[config.mk]
export PLATFORM = sky130hd
export DESIGN_NAME = dom_sqscmul_gf2_arbiter
export DESIGN_NICKNAME = d
export VERILOG_FILES = /design/src/rtl/dom_sqscmul_gf2_arbiter.sv
export SDC_FILE = /design/constraint.sdc
export NUM_CORES = 1
export LEC_CHECK = 0
export CAP_MARGIN = 20
export CELL_PAD_IN_SITES_DETAIL_PLACEMENT = 0
export CELL_PAD_IN_SITES_GLOBAL_PLACEMENT = 1
export CORE_MARGIN = 8
export CORE_UTILIZATION = 29
export DETAILED_ROUTE_END_ITERATION = 16
export GPL_TIMING_DRIVEN = 0
export PLACE_DENSITY = 0.76
export SYNTH_ARGS = -nofsm -noshare
export SYNTH_HDL_FRONTEND = slang
export SYNTH_SLANG_ARGS = --single-unit
[constraint.sdc]
create_clock -name ClkxCI -period 2.51 [get_ports ClkxCI]
set_input_delay 0.251 -clock ClkxCI [delete_from_list [all_inputs] [get_ports ClkxCI]]
set_output_delay 0.251 -clock ClkxCI [all_outputs]
set_load 0.01 [all_outputs]
[src/rtl/dom_sqscmul_gf2_arbiter.sv]
// Round-robin front end that time-shares one masked GF(2^2) square-scale-multiply
// unit, pairing each grant with one PRNG word and tagging results with the owner id.
module dom_sqscmul_gf2_arbiter #(
   parameter int NREQ        = 3,
   parameter int SHARES      = 2,
   parameter int BLIND_NRND  = 1,
   parameter int MUL_LATENCY = 1,
   parameter int ZERO_GAP    = 1
) (
   input  logic                                      ClkxCI,
   input  logic                                      RstxBI,
   input  logic [NREQ-1:0]                           ReqValidxSI,
   output logic [NREQ-1:0]                           ReqReadyxSO,
   input  logic [NREQ*2*SHARES-1:0]                  ReqXxDI,
   input  logic [NREQ*2*SHARES-1:0]                  ReqYxDI,
   input  logic                                      RndValidxSI,
   output logic                                      RndReadyxSO,
   input  logic [SHARES*(SHARES-1)+2*BLIND_NRND-1:0] RndxDI,
   output logic [2*SHARES-1:0]                       MulXxDO,
   output logic [2*SHARES-1:0]                       MulYxDO,
   output logic [SHARES*(SHARES-1)-1:0]              MulZxDO,
   output logic [2*BLIND_NRND-1:0]                   MulBxDO,
   input  logic [2*SHARES-1:0]                       MulQxDI,
   output logic                                      RspValidxSO,
   output logic [NREQ-1:0]                           RspIdxDO,
   output logic [2*SHARES-1:0]                       RspQxDO,
   output logic                                      BusyxSO
);

   localparam int EW  = 2 * SHARES;
   localparam int ZW  = SHARES * (SHARES - 1);
   localparam int BW  = 2 * BLIND_NRND;
   localparam int LAT = 1 + MUL_LATENCY;
   localparam int PW  = (NREQ > 1) ? $clog2(NREQ) : 1;

   typedef enum logic {StReady, StGap} state_e;

   state_e                    state_q, state_d;
   logic [PW-1:0]             ptr_q, ptr_d;
   logic [PW-1:0]             grantIdx;
   logic [PW:0]               cand;
   logic                      found;
   logic                      issue;
   logic [NREQ-1:0]           grantOh;
   logic [EW-1:0]             mulX_q, mulX_d, mulY_q, mulY_d;
   logic [ZW-1:0]             mulZ_q, mulZ_d;
   logic [BW-1:0]             mulB_q, mulB_d;
   logic [LAT-1:0]            rspVld_q, rspVld_d;
   logic [LAT-1:0][NREQ-1:0]  rspId_q, rspId_d;

   // First valid requester at or after the pointer, wrapping modulo NREQ.
   always_comb begin
      grantIdx = '0;
      found    = 1'b0;
      cand     = '0;
      for (int i = 0; i < NREQ; i++) begin
         cand = {1'b0, ptr_q} + (PW+1)'(i);
         if (cand >= (PW+1)'(NREQ)) begin
            cand = cand - (PW+1)'(NREQ);
         end
         if (!found && ReqValidxSI[cand]) begin
            found    = 1'b1;
            grantIdx = cand[PW-1:0];
         end
      end
   end

   // Reset gates the handshake so every output reads 0 while RstxBI is low.
   assign issue       = RstxBI && (state_q == StReady) && found && RndValidxSI;
   assign grantOh     = issue ? (NREQ'(1) << grantIdx) : '0;
   assign ReqReadyxSO = grantOh;
   assign RndReadyxSO = issue;

   always_comb begin
      state_d = StReady;
      if (issue && (ZERO_GAP != 0)) begin
         state_d = StGap;
      end
      ptr_d = ptr_q;
      if (issue) begin
         ptr_d = (grantIdx == PW'(NREQ - 1)) ? '0 : grantIdx + PW'(1);
      end
      // Operands live for exactly one cycle; idle cycles drive zeros to limit leakage.
      mulX_d = '0;
      mulY_d = '0;
      mulZ_d = '0;
      mulB_d = '0;
      if (issue) begin
         mulX_d = ReqXxDI[grantIdx*EW +: EW];
         mulY_d = ReqYxDI[grantIdx*EW +: EW];
         mulZ_d = RndxDI[ZW-1:0];
         mulB_d = RndxDI[ZW +: BW];
      end
      rspVld_d    = '0;
      rspId_d     = '0;
      rspVld_d[0] = issue;
      rspId_d[0]  = grantOh;
      for (int i = 1; i < LAT; i++) begin
         rspVld_d[i] = rspVld_q[i-1];
         rspId_d[i]  = rspId_q[i-1];
      end
   end

   always_ff @(posedge ClkxCI or negedge RstxBI) begin
      if (!RstxBI) begin
         state_q  <= StReady;
         ptr_q    <= '0;
         mulX_q   <= '0;
         mulY_q   <= '0;
         mulZ_q   <= '0;
         mulB_q   <= '0;
         rspVld_q <= '0;
         rspId_q  <= '0;
      end else begin
         state_q  <= state_d;
         ptr_q    <= ptr_d;
         mulX_q   <= mulX_d;
         mulY_q   <= mulY_d;
         mulZ_q   <= mulZ_d;
         mulB_q   <= mulB_d;
         rspVld_q <= rspVld_d;
         rspId_q  <= rspId_d;
      end
   end

   assign MulXxDO     = mulX_q;
   assign MulYxDO     = mulY_q;
   assign MulZxDO     = mulZ_q;
   assign MulBxDO     = mulB_q;
   assign RspValidxSO = rspVld_q[LAT-1];
   assign RspIdxDO    = rspId_q[LAT-1];
   assign RspQxDO     = rspVld_q[LAT-1] ? MulQxDI : '0;
   assign BusyxSO     = (|rspVld_q) || (state_q == StGap);

endmodule

==> reports/metrics.yaml <==
via_count: 1195
layout_common_cells: "clkdlybuf4s50_1 (57), dfrtp_1 (22), buf_4 (20)"
routed_via_density: 4.78
syn2layout_area_growth_pct: 76.2
clk_latency_ns: 0.25
clkPwrFrac_pct: 9.3
final_cells: 250
grt_usage_pct: 11.0
dr.pass1.iters: 4
worst_slew_pin_slew_ns: 0.546
post-route-period-util_pct: 97.1
crit_buf_inv: 4
cp_common_cell: "buf_4"
min-delay-path-class: "input pin to async pin"
port-buffer-count: 62
required_ns: 2.26
crit_slowest_cell: "dfrtp_1"
whs_ns: 0.0684
synth_warnings: 0
clkSinkCount: 22
syn_nets: 160
finalHoldViolations: 0
netlist_area_mm2: 0.00125
nNetsFinal: 241
clkTransAtPathRegs_ns: 0.07
fin_util_pct: 51.9
cp-end-kind: "primary output"
num_rows: 24
slew_viol_final: 0
wirelength_mm: 3.91
status: "complete, no violations"
fin_crit_ns: 2.44
gp_congestion: 0.781
synth_area_per_cell_um2: 10.5
rsz0062_at_grt: "true"
layout_commonest_cell: "clkdlybuf4s50_1"
grt_max_degree: 24
skew_ns: 0.000761
core_mm2: 0.00423
drtIter0Drc: 39
setup_tns_ns: 0
die_w_um: 81.6
p_comb_share_pct: 67.9
post-place-cells: 233
drv_cap: 0
critPathKind: "flop to primary output"
p_sw_share_pct: 38.5
dieArea_mm2: 0.00666
setup_viol: 0
post_drt_wl_per_cell_um: 15.6
total_power_mw: 2.20
ios: 63
max_freq_ghz: 0.410
dp_hpwl_mm: 2.90
cpPeakStageDelay_ns: 0.39
drc: 0
cts-root-buf: "clkbuf_8"
p_int_mw: 1.36
start_kind: "flop"
synth-seq-cells: 22
clockBufferDepth: 2
cp_cell_sequence: "inv_2, ha_4, a22o_1, a211oi_4, buf_6, o211ai_1, and2_4, nor2_4, buf_4, buf_4"
cts_inserted_buffers: 3
slew_headroom_pct: 63.6
ctsHtreeMaxLevel: 1
postRouteAntennaNets: 0
antenna_found_initial: 0
drive_gt1_share_pct: 31.3
seq_area_frac_synth_pct: 44.1
synth_cells: 119
leakage_nw: 0.927
critPathTopFamily: "compound AO/OA/AOI/OAI gates"
cts_tree: "done"
diodes: 0
grt_pass1_wl_mm: 5.84
vdd_drop_max_mv: 0.380
arrival_ns: 2.19
p_switching_uw: 847
grt-ovfl-total: 0
start_util_pct: 29.5
die_h_um: 81.6
power.density_cell_area_mw_per_mm2: 1000
seqPwrFrac_pct: 22.8
yosysUniqueCellTypes: 31
grt_pass1_vias: 1230
cp_max_fo: 5
state kept, by name, summed over array words and instances (netlist names):
| register | cells |
|---|---|
| MulXxDO | 4 |
| MulYxDO | 4 |
| RspIdxDO | 3 |
| rspId_d | 3 |
| MulBxDO | 2 |
| MulZxDO | 2 |
| ptr_q | 2 |
| rspVld_q | 2 |
cell usage after synthesis:
master / count / area share (%)
dfrtp_1: 22 / 44
and2_1: 20 / 10
nand3_1: 17 / 6.8
nand4_1: 8 / 4.0
o211ai_2: 8 / 8.0
buf_2: 4 / 1.6
inv_1: 4 / 1.2
nand2_1: 4 / 1.2
buf_4: 3 / 1.8
ha_1: 3 / 3.0
nor2b_1: 3 / 1.5
buf_6: 2 / 1.8
nor3_1: 2 / 0.80
o2bb2ai_1: 2 / 1.4
a211oi_4: 1 / 1.6
a21oi_1: 1 / 0.40
a22o_1: 1 / 0.70
and3b_1: 1 / 0.70
inv_2: 1 / 0.30
mux2i_1: 1 / 0.80
nand2b_1: 1 / 0.50
nor2_1: 1 / 0.30
nor4b_1: 1 / 0.70
o211ai_1: 1 / 0.60
o211ai_4: 1 / 1.7
o21ai_1: 1 / 0.40
o22ai_1: 1 / 0.50
o22ai_2: 1 / 1.0
o311ai_2: 1 / 1.3
o31ai_1: 1 / 0.60
or2_2: 1 / 0.50
kinds of logic (layout without fill, tap and decap cells):
logic type                 after synthesis  in the layout  share of synthesized area, %
DFF                                     22             22                          44.1
adders and majority gates                3              3                          3.01
AOI/OAI and AO/OA                       20             20                          18.3
buffers and inverters                   14             93                          6.72
muxes                                    1              1                         0.802
and+or+nand+nor                         59             59                          27.1
stage by stage:
step / setup WS, ns / instance area (um2)
final: 0.0722 / 2200
after floorplan: 0.212 / 1250
after detailed placement: -1.15 / 1930
after CTS: 0.0226 / 2150
after global placement: -1.12 / 1930
after global routing: -0.0256 / 2200
power groups by stage:
stage | sequential, mW | clock [mW] | combinational, mW
floorplan | 0.544 | 0 | 0.633
global placement | 0.506 | 0 | 1.08
detailed placement | 0.510 | 0 | 1.10
CTS | 0.508 | 0.215 | 1.40
global route | 0.516 | 0.230 | 1.61
finish | 0.502 | 0.205 | 1.50
cell type report:
class	count	area [um2]
Fill cell	381	2040
Clock buffer	3	41.3
Sequential cell	22	551
Tap cell	52	65.1
Inverter	5	21.3
Timing Repair Buffer	79	742
Multi-Input combinational cell	83	728
Buffer	6	50.0
worst paths after layout:
path | to | cells past startpoint | from | slack (ns)
setup / recovery | ReqReadyxSO[1] | 10 | ptr_q[0] | 0.07
hold / removal | MulBxDO[1] | 1 | RstxBI | 0.07
setup reg to reg | MulYxDO[3] | 10 | ptr_q[0] | 0.45
hold reg to reg | RspIdxDO[0] | 0 | rspId_d[3] | 0.35
max in group asynchronous | RspIdxDO[0] | 1 | RstxBI | 2.08
min in group ClkxCI | RspIdxDO[0] | 0 | rspId_d[3] | 0.35
routing by layer:
metal  share of wire (%)  routed length [um]  global-route usage, %  vias up
li1                    -                   -                      -      586
met1                  41                1600                   12.7      558
met2                  47                1830                   19.3       47
met3                  11                 437                   3.28        4
met4                0.97                  38                   3.16        0
met5                   0                   0                      0        -
repair_timing:
action,CTS,global route
hold buffers,0,0
endpoints found under the setup margin,14,4
pin swaps,7,10
resized for setup,36,12
buffers inserted,13,5
Power figures use the tool's default switching activity.
